===== config.mk =====
export PLATFORM = sky130hd
export DESIGN_NAME = enc8_3_scan
export DESIGN_NICKNAME = d
export VERILOG_FILES = /design/src/rtl/enc_pkg.sv /design/src/rtl/enc_line_sync.sv /design/src/rtl/enc8_3_scan.sv
export SDC_FILE = /design/constraint.sdc
export NUM_CORES = 1
export LEC_CHECK = 0
export BUFFER_PORTS_ARGS = -buffer_cell sky130_fd_sc_hd__buf_2
export CAP_MARGIN = 20
export CORE_MARGIN = 1
export CORE_UTILIZATION = 45
export CTS_BUF_LIST = sky130_fd_sc_hd__clkbuf_16
export CTS_CLUSTER_DIAMETER = 150
export CTS_CLUSTER_SIZE = 30
export DETAILED_ROUTE_END_ITERATION = 12
export PLACE_DENSITY_LB_ADDON = 0.1
export SLEW_MARGIN = 20
export SYNTH_ARGS = -nofsm -noshare
export SYNTH_HDL_FRONTEND = slang
export SYNTH_SLANG_ARGS = --single-unit

===== constraint.sdc =====
create_clock -name clk -period 2.8 [get_ports clk]
set_input_delay 0.84 -clock clk [delete_from_list [all_inputs] [get_ports clk]]
set_output_delay 0.84 -clock clk [all_outputs]
set_load 0.02 [all_outputs]

===== src/rtl/enc_pkg.sv =====
// Shared types and helpers for the 8-to-3 scanning priority encoder.
// Line 7 is highest priority and maps to code 0; line 0 maps to code 7.
package enc_pkg;

  localparam int LINES  = 8;
  localparam int CODE_W = 3;

  typedef enum logic [1:0] {
    IDLE,
    DEBOUNCE,
    REPORT,
    RELEASE
  } state_t;

  // Later (higher) bits override earlier ones, giving bit7 priority.
  function automatic logic [CODE_W-1:0] prio_encode(
    input logic [LINES-1:0] m
  );
    logic [CODE_W-1:0] c;
    c = '0;
    for (int i = 0; i < LINES; i++) begin
      if (m[i]) c = CODE_W'(LINES - 1 - i);
    end
    return c;
  endfunction

  function automatic logic multi_bits(
    input logic [LINES-1:0] m
  );
    return (m & (m - 1'b1)) != '0;
  endfunction

endpackage


===== src/rtl/enc_line_sync.sv =====
// Multi-stage synchronizer for the asynchronous request lines.
// Resets to all-ones so released (idle-high) lines read as inactive.
module enc_line_sync
  import enc_pkg::*;
#(
  parameter int STAGES = 2
) (
  input  logic             clk,
  input  logic             rst,
  input  logic [LINES-1:0] d,
  output logic [LINES-1:0] q
);

  logic [LINES-1:0] ff [STAGES];

  always_ff @(posedge clk) begin
    if (rst) begin
      for (int i = 0; i < STAGES; i++) begin
        ff[i] <= '1;
      end
    end else begin
      ff[0] <= d;
      for (int i = 1; i < STAGES; i++) begin
        ff[i] <= ff[i-1];
      end
    end
  end

  assign q = ff[STAGES-1];

endmodule


===== src/rtl/enc8_3_scan.sv =====
// Debounced registered 8-to-3 priority encoder with valid/ready output.
// Optional ENC_MULTI_FLAG_EN adds multi_o (several lines in the press).
module enc8_3_scan
  import enc_pkg::*;
#(
  parameter int DB_CYCLES   = 1000,
  parameter int SYNC_STAGES = 2
) (
  input  logic              clk,
  input  logic              rst,
  input  logic [LINES-1:0]  a_n,
  input  logic              ready_i,
  output logic [CODE_W-1:0] code_o,
  output logic              valid_o,
  output logic              err_o
`ifdef ENC_MULTI_FLAG_EN
  ,
  output logic              multi_o
`endif
);

  localparam int CW = $clog2(DB_CYCLES + 1);
  localparam logic [CW-1:0] CNT_LAST = CW'(DB_CYCLES - 1);

  logic [LINES-1:0] sync_out;
  logic [LINES-1:0] act;
  logic [LINES-1:0] mask;
  logic [CW-1:0]    cnt;
  state_t           state;

  enc_line_sync #(
    .STAGES (SYNC_STAGES)
  ) u_sync (
    .clk (clk),
    .rst (rst),
    .d   (a_n),
    .q   (sync_out)
  );

  assign act = ~sync_out;

  always_ff @(posedge clk) begin
    if (rst) begin
      state   <= IDLE;
      cnt     <= '0;
      mask    <= '0;
      code_o  <= '0;
      valid_o <= 1'b0;
      err_o   <= 1'b0;
`ifdef ENC_MULTI_FLAG_EN
      multi_o <= 1'b0;
`endif
    end else begin
      unique case (state)
        IDLE: begin
          if (act != '0) begin
            mask  <= act;
            cnt   <= '0;
            state <= DEBOUNCE;
          end
        end
        DEBOUNCE: begin
          if (act == '0) begin
            cnt   <= '0;
            state <= IDLE;
          end else if (act != mask) begin
            mask <= act;
            cnt  <= '0;
          end else if (cnt == CNT_LAST) begin
            code_o  <= prio_encode(mask);
            valid_o <= 1'b1;
`ifdef ENC_MULTI_FLAG_EN
            multi_o <= multi_bits(mask);
`endif
            cnt     <= '0;
            state   <= REPORT;
          end else begin
            cnt <= cnt + 1'b1;
          end
        end
        REPORT: begin
          if (valid_o && ready_i) begin
            valid_o <= 1'b0;
            cnt     <= '0;
            state   <= RELEASE;
          end else if (act != '0 && act != mask) begin
            // A different press while the single slot is still full.
            if (cnt == CNT_LAST) err_o <= 1'b1;
            else cnt <= cnt + 1'b1;
          end else begin
            cnt <= '0;
          end
        end
        RELEASE: begin
          if (act != '0) begin
            cnt <= '0;
          end else if (cnt == CNT_LAST) begin
            cnt   <= '0;
            state <= IDLE;
          end else begin
            cnt <= cnt + 1'b1;
          end
        end
        default: begin
          cnt   <= '0;
          state <= IDLE;
        end
      endcase
    end
  end

`ifndef ENC_MULTI_FLAG_EN
  logic unused_multi;
  assign unused_multi = multi_bits(mask);
`endif

endmodule


==> After elaboration in Yosys (flattened, before gate mapping) <==
Memories as Yosys holds them, arrays and structs flattened.
Index checks and enable logic that the tools add are counted.
{ "word_totals": {"reg_bits": 25, "out_inout_bits": 5, "ram_bits": 16, "wordCells": 82, "n_memories": 1} }
{ "op_classes": {"add_sub_neg": 1, "n_eq_ne": 16, "muxes": 39, "n_reduce_logical": 13, "bitwise_logic": 6} }
{ "memory_table": {"columns": ["memory", "words", "width", "rd", "rd_clocked_by_memory_dff", "write_ports", "line_no", "rtl"], "rows": [
  ["u_sync.ff", 2, 8, 2, 0, 2, "enc_line_sync.sv:14", "logic [LINES-1:0] ff [STAGES];"]
]} }
{ "op_table": {"columns": ["operator", "count"], "rows": [
  ["$mux 10", 8],
  ["$mux 8", 5],
  ["$pmux 10 s4", 1],
  ["$mux 3", 8],
  ["$ne 2x2->1 const B", 8],
  ["$pmux 8 s2", 1],
  ["$mux 2", 7],
  ["$reduce_and 4->1", 3],
  ["$add 10x1->10 const B", 1],
  ["$eq 10x10->1 const B", 1],
  ["$logic_not 8->1", 1],
  ["$ne 8x8->1", 1],
  ["$not 8->8", 1],
  ["$pmux 2 s4", 1],
  ["$reduce_bool 8->1", 1],
  ["$mux 1", 7],
  ["$ne 3x3->1 const B", 2],
  ["$reduce_and 6->1", 1],
  ["$reduce_and 5->1", 1],
  ["$eq 2x2->1 const B", 2],
  ["$ne 4x4->1 const B", 1],
  ["$reduce_bool 2->1", 2],
  ["$not 1->1", 3],
  ["$eq 2x1->1 const B", 1],
  ["other kinds (5)", 7]
]} }

==> Logic depth before layout (Yosys ltp) <==
Gate-level depths: netlist of run 1.
{ "depth": {"depth_word": 8, "ltp_mapped": 8} }

==> Cells and area by module <==
Synthesis of run 1 repeated with hierarchy kept, for this count alone.
{ "unflattened": {"hier_cells": 211, "hier_area_um2": 1911.8} }
{ "by_module_without_submodules": {"columns": ["mod", "cells_each", "seq_area_each_um2", "area_each_um2", "instances"], "rows": [
  ["enc8_3_scan", 170, 500.5, 1420.1, 1],
  ["enc_line_sync", 41, 320.3, 491.7, 1]
]} }

==> Least setup slack after synthesis of run 1 <==
Ideal clock, no wire load.
{ "synth_path": {"kind": "register to register", "start": "register cnt[0]", "end": "register code_o[0]", "setup_slack_ps": 822, "stages_incl_launch_ff": 9, "period_less_slack_ps": 1978, "arrival_ps": 1910, "setup_time_ps": 67, "path_buffers": 1, "path_cell_list": "dfxtp_1 > ha_1 > and2_1 > and4_1 > nand2_1 > or3_1 > clkbuf_2 > or3_1 > a21oi_2"} }
{ "synth_via": {"elab_chain_cells": 2} }
{ "synth_lines": {"columns": ["item", "line_no", "rtl"], "rows": [
  ["from (decl)", "enc8_3_scan.sv:28", "logic [CW-1:0] cnt;"],
  ["from (signal assigned)", "enc8_3_scan.sv:78", "cnt <= cnt + 1'b1;"],
  ["from (signal assigned)", "enc8_3_scan.sv:89", "else cnt <= cnt + 1'b1;"],
  ["from (signal assigned)", "enc8_3_scan.sv:101", "cnt <= cnt + 1'b1;"],
  ["$eq 10x10->1", "enc8_3_scan.sv:69", "end else if (cnt == CNT_LAST) begin"],
  ["$reduce_and 4->1 (no line)", null, null],
  ["to (signal assigned)", "enc8_3_scan.sv:70", "code_o <= prio_encode(mask);"],
  ["to (decl)", "enc8_3_scan.sv:13", "output logic [CODE_W-1:0] code_o,"]
]} }
Every way passes these cells.
A chain may end at the register's enable or synchronous reset.

==> Final worst setup path of run 1 <==
Same ends and word-level chain as after synthesis.

==> results of run 1 <==
-- worst max-delay path, stage by stage, from the launching register on --
cell and delay [ns]:
dfxtp_1 0.37, ha_1 0.19, and2_1 0.20, and4_1 0.30
nand2_1 0.11, or3_1 0.43, or3_1 0.40, a21oi_2 0.13
-- placed cells by master (no fill, tap or decap), types with 2 or more instances in the layout --
| cell | synthesis | routed |
|---|---|---|
| a211oi_1 | 8 | 8 |
| a21oi_1 | 8 | 8 |
| and4_1 | 2 | 2 |
| buf_2 | 0 | 15 |
| bufinv_16 | 0 | 2 |
| clkbuf_16 | 0 | 5 |
| dfxtp_1 | 41 | 41 |
| inv_1 | 4 | 4 |
| nand2_1 | 12 | 12 |
| nand3_1 | 6 | 6 |
| nand4_1 | 7 | 7 |
| nor2_1 | 27 | 27 |
| nor3_1 | 6 | 6 |
| o21ai_0 | 4 | 4 |
| or2_2 | 17 | 17 |
| or3_1 | 5 | 5 |
| xnor2_1 | 2 | 2 |
| xor2_1 | 14 | 14 |
-- where the power goes --
group	switching, mW	internal (mW)	leakage (nW)
registers	0.0283	0.611	0.336
logic	0.0720	0.0553	0.321
clock network	0.222	0.513	0.0944
total	0.323	1.18	0.752
-- registers in the layout, summed over array words and instances (netlist names), named ones only --
name / count
u_sync.ff: 16
cnt: 10
mask: 8
code_o: 3
err_o: 1
state: 1
valid_o: 1
-- logic make-up after synthesis --
family	share of synthesized area, %
simple gates	26.33
compound gates	12.12
mux	0.5984
fa+ha+maj	0.7478
xor+xnor	8.377
flops	49.07
buf+inv	2.767
-- through the flow --
stage	instance area, um2	power [mW]	setup slack [ns]	hold WS [ns]
after CTS	1968	1.519	0.6219	0.4053
final	1968	1.503	0.6089	0.4058
after detailed placement	1774	0.7791	0.6491	0.3928
after global placement	1774	0.7761	0.6385	0.3925
after floorplan	1673	0.7499	0.8222	0.3895
after global routing	1968	1.572	0.4595	0.4248
-- layer usage --
layer	up-vias	routed length, um	GRT usage [%]
met3	4	108	3.832
met4	0	48	9.884
met2	31	1324	28.09
li1	670	-	-
met1	580	1420	21.15
met5	-	0	0
-- layout make-up --
type	count	area (um2)	area share, %
clock inverters	3	68.82	3.496
well taps	46	57.56	2.924
flip-flops and latches	41	820.8	41.70
multi-input cells	135	805.8	40.94
repair buffers	15	75.07	3.814
inverters	4	15.01	0.7629
clock buffers	5	125.1	6.357
-- final timing paths --
path | from | endpoint | slack [ns] | cells past startpoint
worst max-delay path | cnt[0] | code_o[0] | 0.61 | 7
worst min-delay path | u_sync.ff[0][3] | u_sync.ff[0][11] | 0.41 | 1
worst max register to register | cnt[0] | code_o[0] | 0.61 | 7
worst min register to register | u_sync.ff[0][3] | u_sync.ff[0][11] | 0.41 | 1
==> flow_summary.html, run 1 <==
<table>
<tr><th>Metric</th><th>Value</th></tr>
<tr><th colspan="2">Hold path</th></tr>
<tr><td>Classification of the worst-slack hold path</td><td>reg -&gt; reg</td></tr>
<tr><th colspan="2">Drt</th></tr>
<tr><td>Routed wire per std cell</td><td>11.65 um</td></tr>
<tr><td>Number of antenna-violating nets in the routed design</td><td>0</td></tr>
<tr><td>Total wirelength of the detailed-routed design</td><td>2902 um</td></tr>
<tr><td>Vias after detailed routing</td><td>1285</td></tr>
<tr><td>Average via count per standard cell</td><td>5.161</td></tr>
<tr><td>Initial DRC Count</td><td>81</td></tr>
<tr><td>First drt pass iteration count</td><td>4</td></tr>
<tr><td>Remaining DRCs</td><td>0</td></tr>
<tr><th colspan="2">Layout</th></tr>
<tr><td>Area growth, synth to finish</td><td>17.65%</td></tr>
<tr><td>Fraction of layout instances using a drive strength above 1</td><td>21.67%</td></tr>
<tr><td>Total Nets Final</td><td>214</td></tr>
<tr><td>Post-route core utilization</td><td>57.18%</td></tr>
<tr><td>ANT cells</td><td>0</td></tr>
<tr><td># fillers</td><td>298</td></tr>
<tr><td>Non-filler cells, final</td><td>249</td></tr>
<tr><th colspan="2">Synthesis</th></tr>
<tr><td>Cells after Synth</td><td>188</td></tr>
<tr><td>Net Count, Synth</td><td>200</td></tr>
<tr><td>FF+latch count, synth</td><td>41</td></tr>
<tr><td>Area share of the leading cell type in the synthesized netlist</td><td>49.07%</td></tr>
<tr><td>Proportion of register bits with asynchronous set or reset after synthesis</td><td>0%</td></tr>
<tr><td>Cell with the most instances after synthesis</td><td>dfxtp_1</td></tr>
<tr><td>Part of the Yosys area used for sequential elements</td><td>49.07%</td></tr>
<tr><td>Yosys warning count</td><td>0</td></tr>
<tr><td>Mapped Avg Cell Area</td><td>8.898 um2</td></tr>
<tr><td>Synth area leaders</td><td>dfxtp_1 (49%), xor2_1 (7.3%), or2_2 (6.4%), nor2_1 (6.1%), a211oi_1 (3.6%)</td></tr>
<tr><td>Most instantiated cells after synthesis</td><td>dfxtp_1 (41), nor2_1 (27), or2_2 (17)</td></tr>
<tr><td>Cell area after synthesis</td><td>1673 um2</td></tr>
<tr><td>Number of distinct library cells after synthesis</td><td>34</td></tr>
<tr><td>Cell accounting for the most synthesized area</td><td>dfxtp_1</td></tr>
<tr><td>Main synth FF type</td><td>dfxtp_1</td></tr>
<tr><td>Count of flip-flops with a built-in enable after synthesis</td><td>0</td></tr>
<tr><th colspan="2">Pwr</th></tr>
<tr><td>P_leak</td><td>0.7515 nW</td></tr>
<tr><td>Worst VDD drop</td><td>507.5 uV</td></tr>
<tr><td>Power per unit of standard cell area</td><td>763.5 nW/um2</td></tr>
<tr><th colspan="2">Clocking</th></tr>
<tr><td>Htree depth</td><td>2</td></tr>
<tr><td>Post-CTS Repair Setup Buffers</td><td>0</td></tr>
<tr><td>Latest clock arrival within the worst-skew pair</td><td>0.28 ns</td></tr>
<tr><td>Bufs on Longest Clock Path</td><td>2</td></tr>
<tr><td>Number of buffers added by the clock tree synthesis step</td><td>5</td></tr>
<tr><td>Post-CTS Resized</td><td>0</td></tr>
<tr><td>Number of hold-repair buffers added at the cts stage</td><td>0</td></tr>
<tr><td>Number of clock sinks</td><td>41</td></tr>
<tr><td>CTS tree</td><td>built</td></tr>
<tr><td>Clock input transition at the sequential cells of the worst setup and hold paths</td><td>0.06 ns</td></tr>
<tr><td>Root buf cell</td><td>clkbuf_16</td></tr>
<tr><th colspan="2">STA</th></tr>
<tr><td>Fin. max-slew vios</td><td>0</td></tr>
<tr><td>Transition time of the tightest slew-check pin</td><td>1.082 ns</td></tr>
<tr><td>Fraction of the cycle the final worst path needs</td><td>78.25%</td></tr>
<tr><td>Final clock skew</td><td>0.004232 ns</td></tr>
<tr><td>Shortest clock period the worst path allows after layout</td><td>2.191 ns</td></tr>
<tr><td>Final hold viol count</td><td>0</td></tr>
<tr><td>Sum of negative setup slack</td><td>0 ns</td></tr>
<tr><td>Setup violators final</td><td>0</td></tr>
<tr><td>RSZ-0062 raised after global routing</td><td>no</td></tr>
<tr><td>Maximum clock frequency</td><td>0.4564 GHz</td></tr>
<tr><td>Slew Limit Headroom</td><td>27.84%</td></tr>
<tr><th colspan="2">Critical path</th></tr>
<tr><td>Worst endpoint required time</td><td>3.01 ns</td></tr>
<tr><td>Crit path kind</td><td>reg -&gt; reg</td></tr>
<tr><td>Kind of start point of the critical path</td><td>flip-flop</td></tr>
<tr><td>Crit path capture type</td><td>flip-flop</td></tr>
<tr><td>Largest fanout on the critical path</td><td>6</td></tr>
<tr><td>Data arrival time of the critical path</td><td>2.40 ns</td></tr>
<tr><th colspan="2">Global route</th></tr>
<tr><td>Number of antenna violations at the first check in global routing</td><td>0</td></tr>
<tr><td>Largest net degree at the start of global routing</td><td>35</td></tr>
<tr><td>Global router's overall resource usage</td><td>17.40%</td></tr>
<tr><td>Total gr overflow</td><td>0</td></tr>
<tr><td>Via count of the first global-routing pass</td><td>1284</td></tr>
<tr><td>Wire length of the first global-routing pass</td><td>5402 um</td></tr>
<tr><th colspan="2">Placement</th></tr>
<tr><td># port buffers</td><td>15</td></tr>
<tr><td>Post-DP HPWL</td><td>2032 um</td></tr>
<tr><td>Final GP Congestion</td><td>0.8246</td></tr>
<tr><td># placed instances</td><td>241</td></tr>
<tr><th colspan="2">Floorplanning</th></tr>
<tr><td>Die boundary width</td><td>62.97 um</td></tr>
<tr><td>Area inside the core boundary</td><td>3442 um2</td></tr>
<tr><td>Die Height</td><td>62.97 um</td></tr>
<tr><td>Die outline area</td><td>3965 um2</td></tr>
<tr><td>Initial cell density of the core</td><td>48.60%</td></tr>
<tr><td>Number of rows in the core area</td><td>21</td></tr>
<tr><td>Number of top-level pins</td><td>16</td></tr>
<tr><th colspan="2">Run</th></tr>
<tr><td>Max-capacitance violation count</td><td>0</td></tr>
<tr><th colspan="2">Outcome</th></tr>
<tr><td>Run status</td><td>finished clean</td></tr>
</table>
Note: power is estimated with default switching activity, not from simulation.
==> inputs of run 2 (changes only) <==
clock period = 2.2 ns   (was 2.8 ns; I/O delays follow)
==> flow_summary.html, run 2 (same netlist as run 1, synthesis figures left out) <==
<table>
<tr><th>Metric</th><th>Value</th></tr>
<tr><th colspan="2">Critical path</th></tr>
<tr><td>Largest fanout on the critical path</td><td>4 (was 6)</td></tr>
<tr><td>Crit path kind</td><td>reg -&gt; reg (unchanged)</td></tr>
<tr><td>Crit path max-delay cell type</td><td>or3_1 (unchanged)</td></tr>
<tr><td>Data arrival time of the critical path</td><td>2.25 ns (was 2.40 ns)</td></tr>
<tr><td>Worst endpoint required time</td><td>2.41 ns (was 3.01 ns)</td></tr>
<tr><td>Cells along the critical path</td><td>ha_1, and2_1, and4_1, nand2_1, or3_1, or3_1, a21oi_2 (unchanged)</td></tr>
<tr><td>Crit path capture type</td><td>flip-flop (unchanged)</td></tr>
<tr><td>Worst R2R Start</td><td>cnt[0] (unchanged)</td></tr>
<tr><td>Most common cell on crit path</td><td>or3_1 (unchanged)</td></tr>
<tr><td>Largest stage delay on the critical path</td><td>0.38 ns (was 0.43 ns)</td></tr>
<tr><td>Worst r2r path cells</td><td>7 (unchanged)</td></tr>
<tr><td>Kind of start point of the critical path</td><td>flip-flop (unchanged)</td></tr>
<tr><td>Register-to-register setup slack</td><td>0.16 ns (was 0.61 ns)</td></tr>
<tr><td>Reg2reg end</td><td>code_o[0] (unchanged)</td></tr>
<tr><th colspan="2">STA</th></tr>
<tr><td>Maximum clock frequency</td><td>0.4911 GHz (was 0.4564 GHz)</td></tr>
<tr><td>Setup ws final</td><td>0.1638 ns (was 0.6089 ns)</td></tr>
<tr><td>Transition time of the tightest slew-check pin</td><td>0.6606 ns (was 1.082 ns)</td></tr>
<tr><td>Sum of negative setup slack</td><td>0 ns (unchanged)</td></tr>
<tr><td>Fraction of the cycle the final worst path needs</td><td>92.56% (was 78.25%)</td></tr>
<tr><td>Worst hold slack</td><td>0.4069 ns (was 0.4058 ns)</td></tr>
<tr><td>Final hold viol count</td><td>0 (unchanged)</td></tr>
<tr><td>Setup violators final</td><td>0 (unchanged)</td></tr>
<tr><td>Shortest clock period the worst path allows after layout</td><td>2.036 ns (was 2.191 ns)</td></tr>
<tr><td>Final clock skew</td><td>0.004466 ns (was 0.004232 ns)</td></tr>
<tr><td>Slew Limit Headroom</td><td>55.96% (was 27.84%)</td></tr>
<tr><td>Fin. max-slew vios</td><td>0 (unchanged)</td></tr>
<tr><td>RSZ-0062 raised after global routing</td><td>no (unchanged)</td></tr>
<tr><th colspan="2">Drt</th></tr>
<tr><td>Number of antenna-violating nets in the routed design</td><td>0 (unchanged)</td></tr>
<tr><td>Routed wire per std cell</td><td>11.52 um (was 11.65 um)</td></tr>
<tr><td>Total wirelength of the detailed-routed design</td><td>2880 um (was 2902 um)</td></tr>
<tr><td>Vias after detailed routing</td><td>1304 (was 1285)</td></tr>
<tr><td>Remaining DRCs</td><td>0 (unchanged)</td></tr>
<tr><td>Initial DRC Count</td><td>59 (was 81)</td></tr>
<tr><td>First drt pass iteration count</td><td>4 (unchanged)</td></tr>
<tr><td>Average via count per standard cell</td><td>5.216 (was 5.161)</td></tr>
<tr><th colspan="2">Layout</th></tr>
<tr><td>ANT cells</td><td>0 (unchanged)</td></tr>
<tr><td>Post-route core utilization</td><td>55.94% (was 57.18%)</td></tr>
<tr><td>Most used cells in the layout excluding fill and tap cells</td><td>dfxtp_1 (41), nor2_1 (27), or2_2 (17) (unchanged)</td></tr>
<tr><td>Final design area excluding fillers</td><td>1926 um2 (was 1968 um2)</td></tr>
<tr><td>Largest regs</td><td>u_sync.ff x16, cnt x10, mask x8 (unchanged)</td></tr>
<tr><td>Total Nets Final</td><td>216 (was 214)</td></tr>
<tr><td>Fraction of layout instances using a drive strength above 1</td><td>21.57% (was 21.67%)</td></tr>
<tr><td>Commonest non-fill, non-tap cell in the layout</td><td>dfxtp_1 (unchanged)</td></tr>
<tr><td>Non-filler cells, final</td><td>250 (was 249)</td></tr>
<tr><td>Area growth, synth to finish</td><td>15.11% (was 17.65%)</td></tr>
<tr><td>Number of flip-flops under the largest register name</td><td>16 (unchanged)</td></tr>
<tr><td>Top register by number of flip-flops</td><td>u_sync.ff (unchanged)</td></tr>
<tr><th colspan="2">Placement</th></tr>
<tr><td># placed instances</td><td>242 (was 241)</td></tr>
<tr><td># port buffers</td><td>15 (unchanged)</td></tr>
<tr><td>Final GP Congestion</td><td>0.8435 (was 0.8246)</td></tr>
<tr><td>Worst-case setup slack after placement</td><td>0.1471 ns (was 0.6491 ns)</td></tr>
<tr><td>Placed inst area</td><td>1782 um2 (was 1774 um2)</td></tr>
<tr><td>Post-DP HPWL</td><td>2057 um (was 2032 um)</td></tr>
<tr><th colspan="2">Clocking</th></tr>
<tr><td>Number of clock sinks</td><td>41 (unchanged)</td></tr>
<tr><td>Number of buffers added by the clock tree synthesis step</td><td>5 (unchanged)</td></tr>
<tr><td>Latest clock arrival within the worst-skew pair</td><td>0.28 ns (about the same)</td></tr>
<tr><td>CTS tree</td><td>built (unchanged)</td></tr>
<tr><td>Number of hold-repair buffers added at the cts stage</td><td>0 (unchanged)</td></tr>
<tr><td>Root buf cell</td><td>clkbuf_16 (unchanged)</td></tr>
<tr><td>Clock input transition at the sequential cells of the worst setup and hold paths</td><td>0.05 ns (was 0.06 ns)</td></tr>
<tr><td>Bufs on Longest Clock Path</td><td>2 (unchanged)</td></tr>
<tr><td>Htree depth</td><td>2 (unchanged)</td></tr>
<tr><th colspan="2">Floorplanning</th></tr>
<tr><td>Initial cell density of the core</td><td>48.60% (unchanged)</td></tr>
<tr><td>Die boundary width</td><td>62.97 um (unchanged)</td></tr>
<tr><td>Die outline area</td><td>3965 um2 (unchanged)</td></tr>
<tr><td>Number of top-level pins</td><td>16 (unchanged)</td></tr>
<tr><td>Area inside the core boundary</td><td>3442 um2 (unchanged)</td></tr>
<tr><td>Die Height</td><td>62.97 um (unchanged)</td></tr>
<tr><td>Number of rows in the core area</td><td>21 (unchanged)</td></tr>
<tr><th colspan="2">Pwr</th></tr>
<tr><td>Post-layout power</td><td>1.647 mW (was 1.503 mW)</td></tr>
<tr><td>Power per unit of standard cell area</td><td>855.3 nW/um2 (was 763.5 nW/um2)</td></tr>
<tr><td>P_leak</td><td>0.7346 nW (was 0.7515 nW)</td></tr>
<tr><td>Worst VDD drop</td><td>584.5 uV (was 507.5 uV)</td></tr>
<tr><th colspan="2">Global route</th></tr>
<tr><td>Number of antenna violations at the first check in global routing</td><td>0 (unchanged)</td></tr>
<tr><td>Via count of the first global-routing pass</td><td>1128 (was 1284)</td></tr>
<tr><td>Largest net degree at the start of global routing</td><td>35 (unchanged)</td></tr>
<tr><td>Wire length of the first global-routing pass</td><td>4968 um (was 5402 um)</td></tr>
<tr><td>Total gr overflow</td><td>0 (unchanged)</td></tr>
<tr><td>Global router's overall resource usage</td><td>15.99% (was 17.40%)</td></tr>
<tr><th colspan="2">Hold path</th></tr>
<tr><td>Hold endpoint</td><td>u_sync.ff[0][12] (was u_sync.ff[0][11])</td></tr>
<tr><td>Hold path cells</td><td>1 (unchanged)</td></tr>
<tr><td>Hold Crit Start</td><td>u_sync.ff[0][4] (was u_sync.ff[0][3])</td></tr>
<tr><td>Classification of the worst-slack hold path</td><td>reg -&gt; reg (unchanged)</td></tr>
<tr><th colspan="2">Run</th></tr>
<tr><td>Max-capacitance violation count</td><td>0 (unchanged)</td></tr>
<tr><th colspan="2">Outcome</th></tr>
<tr><td>Run status</td><td>finished clean (unchanged)</td></tr>
</table>
==> run 2: cell count changes in the layout (fill, tap and decap cells not counted), sizes merged <==
cell | previous run | this run
bufinv | 2 | 0
buf | 15 | 17
clkinv | 0 | 1
==> run 2: metal layers <==
layer	wire length (um)	track usage (%)	up-vias
met5	0	0	-
met4	55	7.849	0
met3	163	3.832	6
met2	1208	24.19	35
met1	1452	21.11	586
li1	-	-	677
==> run 2: critical path, delay by kind of cell, from the launching register on <==
| kind | cells | cell delay [ns] |
|---|---|---|
| compound gates | 1 | 0.13 |
| fa+ha+maj | 1 | 0.17 |
| flops | 1 | 0.37 |
| simple gates | 5 | 1.30 |
==> run 2: worst max path at each step <==
| stage | startpoint | end | slack [ns] | depth (start not counted) |
|---|---|---|---|---|
| floorplan | cnt[0] | code_o[0] | 0.22 | 8 |
| global placement | mask[4] | mask[3] | 0.20 | 6 |
| detailed placement | mask[4] | mask[2] | 0.15 | 6 |
| CTS | mask[4] | mask[2] | 0.13 | 6 |
| global route | mask[4] | code_o[0] | 0.0004 | 6 |
| finish | cnt[0] | code_o[0] | 0.16 | 7 |
==> run 2: final cells by class <==
class | count | area, um2
timing repair buffer | 17 | 90.09
fill | 332 | 1516
multi-input combinational | 135 | 809.5
clock buffer | 5 | 125.1
tap | 46 | 57.56
clock inverter | 2 | 7.507
sequential | 41 | 820.8
inverter | 4 | 15.01
==> run 2: power by group <==
group	total, mW	switching [mW]	internal, mW
Sequential	0.814	0.0354	0.779
Combinational	0.174	0.0976	0.0763
Clock	0.659	0.254	0.405
Total	1.65	0.387	1.26
==> run 2: what timing repair did <==
item,CTS,global route
setup endpoints to repair,0,1
setup buffers,0,1
gates resized for setup,0,0
